`config.mk`:
```
export PLATFORM = sky130hd
export DESIGN_NAME = gray_code_counter_flat
export DESIGN_NICKNAME = d
export VERILOG_FILES = /design/src/rtl/gray_code_counter_if.sv /design/src/rtl/gray_code_counter.sv /design/src/flat_wrapper.sv
export SDC_FILE = /design/constraint.sdc
export NUM_CORES = 1
export LEC_CHECK = 0
export CAP_MARGIN = 20
export CORE_AREA = 8 8 57 59
export DETAILED_ROUTE_END_ITERATION = 7
export DIE_AREA = 0 0 65 67
export HOLD_SLACK_MARGIN = 0.03
export PLACE_DENSITY = 0.77
export SYNTH_ARGS = -nofsm -noshare
export SYNTH_HDL_FRONTEND = slang
export SYNTH_SLANG_ARGS = --single-unit
```
`constraint.sdc`:
```
create_clock -name clk -period 1.62 [get_ports clk]
set_input_delay 0.243 -clock clk [delete_from_list [all_inputs] [get_ports clk]]
set_output_delay 0.243 -clock clk [all_outputs]
set_load 0.05 [all_outputs]
```
`src/rtl/gray_code_counter_if.sv`:
```
// Control and count bundle for gray_code_counter; the counter sits on the slave side.
interface gray_code_counter_if #(
  parameter int unsigned WIDTH  = 4,
  parameter int unsigned WRAP_W = 8
);
  logic              en;
  logic              up;
  logic              load;
  logic [WIDTH-1:0]  load_val;
  logic [WIDTH-1:0]  gray_out;
  logic [WIDTH-1:0]  bin_out;
  logic              out_valid;
  logic              tc;
  logic [WRAP_W-1:0] wrap_cnt;

  modport master (
    output en, up, load, load_val,
    input  gray_out, bin_out, out_valid, tc, wrap_cnt
  );

  modport slave (
    input  en, up, load, load_val,
    output gray_out, bin_out, out_valid, tc, wrap_cnt
  );
endinterface

```
`src/rtl/gray_code_counter.sv`:
```
// Registered up/down binary counter with a registered Gray copy, wrap pulse and
// saturating wrap-event count. Priority per edge: load > en > hold.
module gray_code_counter #(
  parameter int unsigned WIDTH  = 4,
  parameter int unsigned WRAP_W = 8
) (
  input  logic              clk,
  input  logic              rst_n,
  gray_code_counter_if.slave cnt
);

  logic [WIDTH-1:0]  bin_q, bin_d;
  logic [WIDTH-1:0]  gray_q, gray_d;
  logic              valid_q, valid_d;
  logic              tc_q, tc_d;
  logic [WRAP_W-1:0] wrap_q, wrap_d;
  logic              wrap_step;

  always_comb begin
    bin_d     = bin_q;
    valid_d   = 1'b0;
    tc_d      = 1'b0;
    wrap_d    = wrap_q;
    wrap_step = 1'b0;
    if (cnt.load) begin
      bin_d   = cnt.load_val;
      valid_d = (cnt.load_val != bin_q);
    end else if (cnt.en) begin
      if (cnt.up) begin
        wrap_step = (bin_q == '1);
        bin_d     = bin_q + WIDTH'(1);
      end else begin
        wrap_step = (bin_q == '0);
        bin_d     = bin_q - WIDTH'(1);
      end
      valid_d = 1'b1;
      tc_d    = wrap_step;
      if (wrap_step && (wrap_q != '1)) begin
        wrap_d = wrap_q + WRAP_W'(1);
      end
    end
    // Gray is encoded from the next binary value so both registers change on one edge.
    gray_d = bin_d ^ (bin_d >> 1);
  end

  always_ff @(posedge clk or negedge rst_n) begin
    if (!rst_n) begin
      bin_q   <= '0;
      gray_q  <= '0;
      valid_q <= 1'b0;
      tc_q    <= 1'b0;
      wrap_q  <= '0;
    end else begin
      bin_q   <= bin_d;
      gray_q  <= gray_d;
      valid_q <= valid_d;
      tc_q    <= tc_d;
      wrap_q  <= wrap_d;
    end
  end

  assign cnt.bin_out   = bin_q;
  assign cnt.gray_out  = gray_q;
  assign cnt.out_valid = valid_q;
  assign cnt.tc        = tc_q;
  assign cnt.wrap_cnt  = wrap_q;

endmodule

```
`src/flat_wrapper.sv`:
```
// flat-port wrapper written by rule: the top's interface ports become plain ports
module gray_code_counter_flat 
#(
  parameter int unsigned WIDTH  = 4,
  parameter int unsigned WRAP_W = 8
)
  (clk, rst_n, cnt_en, cnt_up, cnt_load, cnt_load_val, cnt_gray_out, cnt_bin_out, cnt_out_valid, cnt_tc, cnt_wrap_cnt);
  gray_code_counter_if #(.WIDTH(WIDTH), .WRAP_W(WRAP_W)) cnt_i ();
  input  logic clk;
  input  logic rst_n;
  input wire logic [$bits(cnt_i.en)-1:0] cnt_en;
  input wire logic [$bits(cnt_i.up)-1:0] cnt_up;
  input wire logic [$bits(cnt_i.load)-1:0] cnt_load;
  input wire logic [$bits(cnt_i.load_val)-1:0] cnt_load_val;
  output wire logic [$bits(cnt_i.gray_out)-1:0] cnt_gray_out;
  output wire logic [$bits(cnt_i.bin_out)-1:0] cnt_bin_out;
  output wire logic [$bits(cnt_i.out_valid)-1:0] cnt_out_valid;
  output wire logic [$bits(cnt_i.tc)-1:0] cnt_tc;
  output wire logic [$bits(cnt_i.wrap_cnt)-1:0] cnt_wrap_cnt;
  assign cnt_i.en = cnt_en;
  assign cnt_i.up = cnt_up;
  assign cnt_i.load = cnt_load;
  assign cnt_i.load_val = cnt_load_val;
  assign cnt_gray_out = cnt_i.gray_out;
  assign cnt_bin_out = cnt_i.bin_out;
  assign cnt_out_valid = cnt_i.out_valid;
  assign cnt_tc = cnt_i.tc;
  assign cnt_wrap_cnt = cnt_i.wrap_cnt;
  gray_code_counter #(.WIDTH(WIDTH), .WRAP_W(WRAP_W)) u_core (.clk(clk), .rst_n(rst_n), .cnt(cnt_i));
endmodule
```
## After elaboration in Yosys (flattened, before gate mapping)

Index checks and enable logic that the tools add are counted.

- Register bits after elaboration: 18
- Output and inout port bits: 18
- Input bits: 9

- Muxes and demuxes: 10
- Reduce and logical (&&, ||, !) cells: 3
- Equality and inequality tests: 3
- Bitwise gates (word level): 2
- $add $sub $neg: 3

Operators by type and width:

| operator | count |
|---|---|
| $mux W4 | 3 |
| $add A8 B1 Y8 const B | 1 |
| $ne A8 B8 Y1 const B | 1 |
| $mux W1 | 7 |
| $add A4 B1 Y4 const B | 1 |
| $eq A4 B4 Y1 const B | 1 |
| $logic_not A4 Y1 | 1 |
| $ne A4 B4 Y1 | 1 |
| $sub A4 B1 Y4 const B | 1 |
| $xor A4 B3 Y4 | 1 |
| $reduce_and A3 Y1 | 1 |
| $logic_and A1 B1 Y1 | 1 |
| $not A1 Y1 | 1 |

## Depth between registers and ports, before layout

Gate-level depths: netlist (run 1).

- Depth after elaboration: 6
- Depth in mapped cells: 7

## Worst setup path after synthesis (run 1)

OpenSTA, ideal clock, no wires.

- Kind: flip-flop to flip-flop
- Start: reg u_core.wrap_q[0], in the netlist u_core.cnt.wrap_cnt[0]
- End: reg u_core.wrap_q[1], in the netlist u_core.cnt.wrap_cnt[1]
- Setup slack: -0.425 ns
- Path buffers: 0
- Data arrival time: 1.917 ns
- Data required time: 1.493 ns
- Cell stages (with the launch flop): 6
- Period minus slack after synthesis: 2.045 ns
- Cells stage by stage: dfrtp_1 -> ha_1 -> and3_1 -> and3_4 -> a211oi_4 -> mux2_1

- Longest elaborated chain between the ends: 3
- Elaborated cells on any way between the ends: 4
- Classes of those cells: add/sub: 1; eq/ne: 1; reduce/logical: 2

Ends and longest elaborated chain:

| item | RTL line | RTL |
|---|---|---|
| from (decl) | gray_code_counter.sv:16 | `logic [WRAP_W-1:0] wrap_q, wrap_d;` |
| from (signal assigned) | gray_code_counter.sv:58 | `wrap_q <= wrap_d;` |
| parallel branches: the longest is 3 deep, another holds $add A8 B1 Y8 | n/a |  |

Parallel ways; which one is timed is not known.
A chain may end at the register's enable or synchronous reset.

## Worst setup path in the final report (run 1)

- Start: reg u_core.bin_q[1], in the netlist u_core.cnt.bin_out[1]
- End: reg u_core.gray_q[1], in the netlist u_core.cnt.gray_out[1]

- Longest elaborated chain between the ends: 5
- Elaborated cells on any way between the ends: 6
- Classes of those cells: add/sub: 2; mux: 3; bitwise: 1

Ends and longest elaborated chain:

| item | RTL line | RTL |
|---|---|---|
| from (decl) | gray_code_counter.sv:12 | `logic [WIDTH-1:0] bin_q, bin_d;` |
| from (signal assigned) | gray_code_counter.sv:54 | `bin_q <= bin_d;` |
| $sub A4 B1 Y4 / $add A4 B1 Y4 (equally long branches) | gray_code_counter.sv:34, gray_code_counter.sv:31 |  |
| $mux W4 (*) | gray_code_counter.sv:29 | `if (cnt.up) begin` |
| $mux W4 (*) | gray_code_counter.sv:28 | `end else if (cnt.en) begin` |
| $mux W4 (*) | gray_code_counter.sv:25 | `if (cnt.load) begin` |
| via u_core.bin_d[2] | gray_code_counter.sv:12 |  |
| $xor A4 B3 Y4 (*) | gray_code_counter.sv:43 | `gray_d = bin_d ^ (bin_d >> 1);` |
| via u_core.gray_d[1] | gray_code_counter.sv:13 | `logic [WIDTH-1:0] gray_q, gray_d;` |
| to (signal assigned) | gray_code_counter.sv:55 | `gray_q <= gray_d;` |
| to (decl) | gray_code_counter.sv:13 |  |

The timed path passes the listed nets; every way through them passes the cells marked *.

==> out/results.txt, run 1 <==
Synth Cell Area = 903.4 um2
CTS Sinks = 17
Final WL = 2221 um
CORE AREA = 2365 um2
Commonest non-fill, non-tap cell in the layout = buf_4
Worst Hold Class = in -> async
# port buffers = 26
WS Path Type = reg -> reg
Congestion Overflow GR = 0
Slew at the pin closest to its max-slew limit = 0.3921 ns
Share of cells above drive strength 1 = 42.19%
Initial antenna violation count = 0
Clock power share = 13.7%
Row count = 18
Final Max Tran Viols = 0
Worst VDD drop = 0.5825 mV
Worst r2r path cells = 6
Sw Pwr = 620.9 uW
Hold Violations, Final = 0
Sequential element share of the synthesized area = 47.09%
Number of top-level pins = 27
Largest net degree at the start of global routing = 13
Post-layout minimum cycle time = 1.634 ns
Most frequent cells in the layout = buf_4 (29), dfrtp_1 (12), xnor2_1 (10)
Fin nets = 142
Vias in the first global route = 818
Die extent in x = 65 um
Clock buffer depth = 2
Flop-to-flop setup slack = -0.01 ns
Crit share post-route = 100.9%
Switching Share = 40.57%
Power Total = 1530 uW
Pint = 909.4 uW
Tot GR Track Use = 10.72%
Post-DP HPWL = 1853 um
Pwr dens = 1093 nW/um2
Die area = 4355 um2
Clock Skews = 0.005422 ns
Layout Cells excl Fill = 158
Reg2Reg Launch Point = u_core.cnt.bin_out[1]
Setup crit start kind = register
Vias per inst = 4.930
CP Data Required Time = 1.78 ns
Detailed Routing Iterations Pass 1 = 4
Sequential share of power = 36.4%
Starting Density = 38.20%
CP arrival = 1.79 ns
CTS Root Cell = clkbuf_4
Number of fillers in the final layout = 196
Post-Synthesis Cells = 85
Syn Nets = 98
Placed cell count = 152
Status = finished with violations
Maxcap violations = 0
Post-Syn Area per Cell = 10.63 um2
Routed len/inst = 14.06 um
Worst Setup SP = u_core.cnt.bin_out[1]
Comb pwr share = 49.8%
RD Place Congestion = 0.7831
P_leak = 0.0006370 uW
Die extent in y = 67 um
Htree depth = 1
Worst-Skew Late Latency = 0.28 ns
Syn. warnings = 0
DRC viols = 0
F_max = 0.6119 GHz
CTS buffer count = 3
CTS tree = done
Failing checks = negative setup slack
Initial DRC Count = 39
Sum Neg Setup Slack = -0.03458 ns
Max-slew headroom = 73.78%
Worst r2r dst = u_core.cnt.gray_out[1]
First-pass GRT wire length = 3650 um
Total number of vias = 779
Cell variety after synth = 26
Final setup vio count = 3
Synthesis-to-layout area growth = 54.99%
Ant. Diodes = 0
Seq cells post-synth = 17
Final ANT Viol Nets = 0
CTS clock-pin slew for the worst setup and hold paths = 0.09 ns
Worst-path fanout max = 5
Crit end category = register
RSZ-0062 raised after global routing = yes
Setup WS post-layout = -0.01435 ns
## cell usage after synthesis, drive strengths merged
library cell  instances  area share [%]
nor2                  5             2.1
mux2                  1             1.2
nor3b                 1            0.83
inv                   2            0.83
a21o                  2             1.7
nor4                  1            0.69
and3                  6             4.7
ha                    3             4.2
nand3                 3             1.7
buf                   2             1.4
fa                    1             2.2
mux2i                 1             1.1
a21oi                 4             2.2
nor3                  1            0.55
a22oi                 1            0.83
nand2                 7             2.9
nand4                 4             2.8
dfrtp                17              47
xnor2                10             9.7
xor2                  6             5.8
nand2b                1            0.69
a211oi                1             2.2
o21ai                 4             2.2
clkbuf                1            0.42
## per-stage QoR
| step | hold WS, ns | utilization (%) | setup WS (ns) | area [um2] |
|---|---|---|---|---|
| 6_report | 0.2449 | 59.21 | -0.01435 | 1400 |
| 5_1_grt | 0.2544 | 59.21 | -0.09062 | 1400 |
| 4_1_cts | 0.2553 | 57.99 | -0.05686 | 1371 |
| 3_5_place_dp | 0.5023 | 56.46 | -0.4904 | 1335 |
| 3_3_place_gp | 0.4808 | 56.46 | -0.4360 | 1335 |
| 2_1_floorplan | -0.05259 | - | -0.1880 | 955.9 |
## cells by family after synthesis
group	share of synthesized area, %
AO/OA/AOI/OAI	9.141
XOR/XNOR	15.51
adder cells (fa/ha/maj)	6.372
buffers and inverters	2.631
flip-flops	47.09
multiplexers	2.355
AND/OR/NAND/NOR	16.90
## how the worst max path moves through the flow
stage	endpoint	slack (ns)	depth (start not counted)
detailed placement	u_core.cnt.gray_out[2]	-0.49	8
finish	u_core.cnt.gray_out[1]	-0.01	6
floorplan	u_core.cnt.wrap_cnt[6]	-0.19	6
global placement	u_core.cnt.gray_out[2]	-0.44	8
global route	u_core.cnt.gray_out[2]	-0.09	6
CTS	u_core.cnt.wrap_cnt[1]	-0.06	6
## sequential cells by signal (all words and copies together) (netlist names)
| signal | flops |
|---|---|
| u_core.cnt.out_valid | 1 |
| u_core.cnt.bin_out | 4 |
| u_core.cnt.wrap_cnt | 8 |
| u_core.cnt.tc | 1 |
| u_core.cnt.gray_out | 3 |
## final cells by class
cell class | instances | area (um2) | share of cell area [%]
Multi-Input combinational cell | 63 | 515.5 | 36.82
Sequential cell | 17 | 434.2 | 31.01
Timing Repair Buffer | 42 | 379.1 | 27.08
Tap cell | 30 | 37.54 | 2.681
Clock buffer | 4 | 26.28 | 1.877
Inverter | 2 | 7.507 | 0.5362
## critical path: stages, from the launching register on
cell	delay (ns)
dfrtp_4	0.53
fa_2	0.37
xnor2_1	0.13
nand2_1	0.06
o21ai_1	0.07
o21ai_2	0.25
xnor2_1	0.11
## per-layer routing
metal  track usage [%]  up-vias  wire length (um)
met1             11.13      365               888
met5                 0        -                 0
li1                  -      381                 -
met4             5.722        0                39
met2             18.39       29              1101
met3             4.195        4               191
## timing repair
item	4_1_cts	5_1_grt
pin swaps	7	10
endpoints found under the setup margin	13	11
hold buffers	0	0
buffers inserted	1	1
gates resized for setup	3	3
gates cloned	0	0
## power by group through the flow
stage / sequential, uW / combinational [uW] / clock (uW)
5_1_grt: 568 / 809 / 244
6_report: 557 / 763 / 210
4_1_cts: 555 / 757 / 221
3_3_place_gp: 560 / 738 / 0
2_1_floorplan: 809 / 201 / 0
3_5_place_dp: 563 / 755 / 0
Note: power is estimated with default switching activity, not from simulation.
==> run 2: changes to the inputs <==
Settings changed: CORE_AREA 8 8 57 59 to 2 2 51 53, DIE_AREA 0 0 65 67 to 0 0 53 55, SETUP_SLACK_MARGIN from default to 0.05.
==> run 2 against run 1 <==
Against the previous run: the flow still finishes with violations (negative setup slack); utilization is 0.053 points lower; sequential power shrank 1%; setup slack worse by 0.020 ns; design area hardly changed; largest power group unchanged.
==> out/results.txt, run 2 (synthesis results as in run 1) <==
Status = finished with violations (unchanged)
Failing checks = negative setup slack (unchanged)
Final WL = 1975 um (was 2221 um)
RD Place Congestion = 0.8231 (was 0.7831)
Die area = 2915 um2 (was 4355 um2)
Final setup vio count = 1 (was 3)
Worst-Skew Late Latency = 0.29 ns (was 0.28 ns)
Commonest non-fill, non-tap cell in the layout = buf_4 (unchanged)
Max reg flops = 8 (unchanged)
WS Path Type = reg -> reg (unchanged)
Final Max Tran Viols = 0 (unchanged)
Max-slew headroom = 80.52% (was 73.78%)
Reg2Reg Launch Point = u_core.cnt.wrap_cnt[1] (was u_core.cnt.bin_out[1])
CP arrival = 1.83 ns (was 1.79 ns)
Pint = 908.1 uW (was 909.4 uW)
Total number of vias = 784 (was 779)
Post-Layout Inst Area = 1399 um2 (was 1400 um2)
Most frequent CP cell = and3_4 (was xnor2_1)
Number of top-level pins = 27 (unchanged)
Worst VDD drop = 0.7572 mV (was 0.5825 mV)
RSZ-0062 raised after global routing = yes (unchanged)
Placed cell count = 154 (was 152)
Post-layout minimum cycle time = 1.654 ns (was 1.634 ns)
Tot GR Track Use = 16.88% (was 10.72%)
Crit-path cells = ha_4, and3_4, and3_4, a211oi_4, buf_6, mux2_4 (was fa_2, xnor2_1, nand2_1, o21ai_1, o21ai_2, xnor2_1)
Worst Hold Class = in -> async (unchanged)
Worst r2r dst = u_core.cnt.wrap_cnt[1] (was u_core.cnt.gray_out[1])
DRC viols = 0 (unchanged)
Clock Skews = 0.01086 ns (was 0.005422 ns)
Setup WS post-layout = -0.03418 ns (was -0.01435 ns)
Flop-to-flop setup slack = -0.03 ns (was -0.01 ns)
Comb pwr share = 49.6% (was 49.8%)
Placed Area = 1350 um2 (was 1335 um2)
Htree depth = 1 (unchanged)
# port buffers = 26 (unchanged)
Final ANT Viol Nets = 0 (unchanged)
Clock power share = 14.6% (was 13.7%)
Maxcap violations = 0 (unchanged)
CP Data Required Time = 1.80 ns (was 1.78 ns)
Fin nets = 143 (was 142)
Worst r2r path cells = 6 (unchanged)
Ant. Diodes = 0 (unchanged)
Crit end category = register (unchanged)
Worst-path fanout max = 8 (was 5)
Routed len/inst = 12.42 um (was 14.06 um)
Layout Cells excl Fill = 159 (was 158)
Starting Density = 38.20% (unchanged)
Vias per inst = 4.931 (was 4.930)
Die extent in y = 55 um (was 67 um)
Vias in the first global route = 826 (was 818)
Initial antenna violation count = 0 (unchanged)
CORE AREA = 2365 um2 (unchanged)
Sw Pwr = 630.3 uW (was 620.9 uW)
Largest net degree at the start of global routing = 18 (was 13)
Congestion Overflow GR = 0 (unchanged)
Setup crit start kind = register (unchanged)
Initial DRC Count = 4 (was 39)
Crit path largest cell delay = 0.43 ns (was 0.53 ns)
Sequential share of power = 35.8% (was 36.4%)
Detailed Routing Iterations Pass 1 = 3 (was 4)
Die extent in x = 53 um (was 65 um)
P_leak = 0.0006462 uW (was 0.0006370 uW)
Crit share post-route = 102.1% (was 100.9%)
Clock buffer depth = 2 (unchanged)
Share of cells above drive strength 1 = 42.64% (was 42.19%)
Slew at the pin closest to its max-slew limit = 0.2895 ns (was 0.3921 ns)
Row count = 18 (unchanged)
CTS Root Cell = clkbuf_4 (unchanged)
Hold Violations, Final = 0 (unchanged)
Synthesis-to-layout area growth = 54.85% (was 54.99%)
Slowest library cell on the worst path = dfrtp_2 (was dfrtp_4)
CTS clock-pin slew for the worst setup and hold paths = 0.10 ns (was 0.09 ns)
CTS Sinks = 17 (unchanged)
CTS tree = done (unchanged)
First-pass GRT wire length = 3588 um (was 3650 um)
Most frequent cells in the layout = buf_4 (31), dfrtp_1 (12), xnor2_1 (10) (was buf_4 (29), dfrtp_1 (12), xnor2_1 (10))
Switching Share = 40.97% (was 40.57%)
Post-DP HPWL = 1571 um (was 1853 um)
Pwr dens = 1100 nW/um2 (was 1093 nW/um2)
CTS buffer count = 3 (unchanged)
F_max = 0.6045 GHz (was 0.6119 GHz)
## run 2: worst max-delay path by stage
stage                      startpoint                      to  slack [ns]
3_3_place_gp                   cnt_up  u_core.cnt.gray_out[2]       -0.43
5_1_grt        u_core.cnt.wrap_cnt[0]  u_core.cnt.wrap_cnt[1]       -0.09
4_1_cts        u_core.cnt.wrap_cnt[1]  u_core.cnt.wrap_cnt[1]       -0.04
3_5_place_dp                   cnt_up  u_core.cnt.gray_out[2]       -0.50
6_report       u_core.cnt.wrap_cnt[1]  u_core.cnt.wrap_cnt[1]       -0.03
2_1_floorplan  u_core.cnt.wrap_cnt[0]  u_core.cnt.wrap_cnt[6]       -0.19
## run 2: per-layer routing
layer	part of all wire [%]	wire, um	up-vias	track usage (%)
li1	-	-	382	-
met1	42	831	375	19.66
met2	51	1013	25	31.25
met3	5.4	107	2	2.688
met4	1.1	22	0	6.410
met5	0	0	-	0
## run 2: critical path: cells and delay by family, from the launching register on
kind	cells	cell delay [ns]
flops	1	0.43
simple gates	2	0.35
mux	1	0.29
fa+ha+maj	1	0.16
compound gates	1	0.16
buf+inv	1	0.15
## run 2: through the flow
stage | hold slack, ns | TNS, ns | total power, uW | setup WS [ns] | utilization [%]
final | 0.2640 | -0.03418 | 1538 | -0.03418 | 59.15
after CTS | 0.2665 | -0.04039 | 1545 | -0.04039 | 58.36
after global routing | 0.2859 | -0.4870 | 1639 | -0.08568 | 59.15
after detailed placement | 0.4874 | -4.632 | 1317 | -0.5047 | 57.09
after global placement | 0.4869 | -3.825 | 1300 | -0.4296 | 57.09
after floorplan | -0.05259 | -1.179 | 1009 | -0.1880 | -
## run 2: what timing repair did
| action | in CTS | in global routing |
|---|---|---|
| hold buffers | 0 | 0 |
| buffers inserted | 0 | 1 |
| gates resized for setup | 3 | 2 |
| endpoints found under the setup margin | 13 | 12 |
| pin swaps | 7 | 6 |
## run 2: final cells by class
type / count / area, um2
Clock buffer: 3 / 22.52
Clock inverter: 1 / 5.005
Fill cell: 215 / 965.9
Inverter: 2 / 7.507
Multi-Input combinational cell: 63 / 509.2
Sequential cell: 17 / 434.2
Tap cell: 30 / 37.54
Timing Repair Buffer: 43 / 382.9
## run 2: power groups by stage
stage               logic, uW  registers (uW)  clock network, uW
floorplan                 201             809                  0
global placement          740             559                  0
detailed placement        756             561                  0
CTS                       756             553                237
global route              824             562                253
finish                    763             551                224
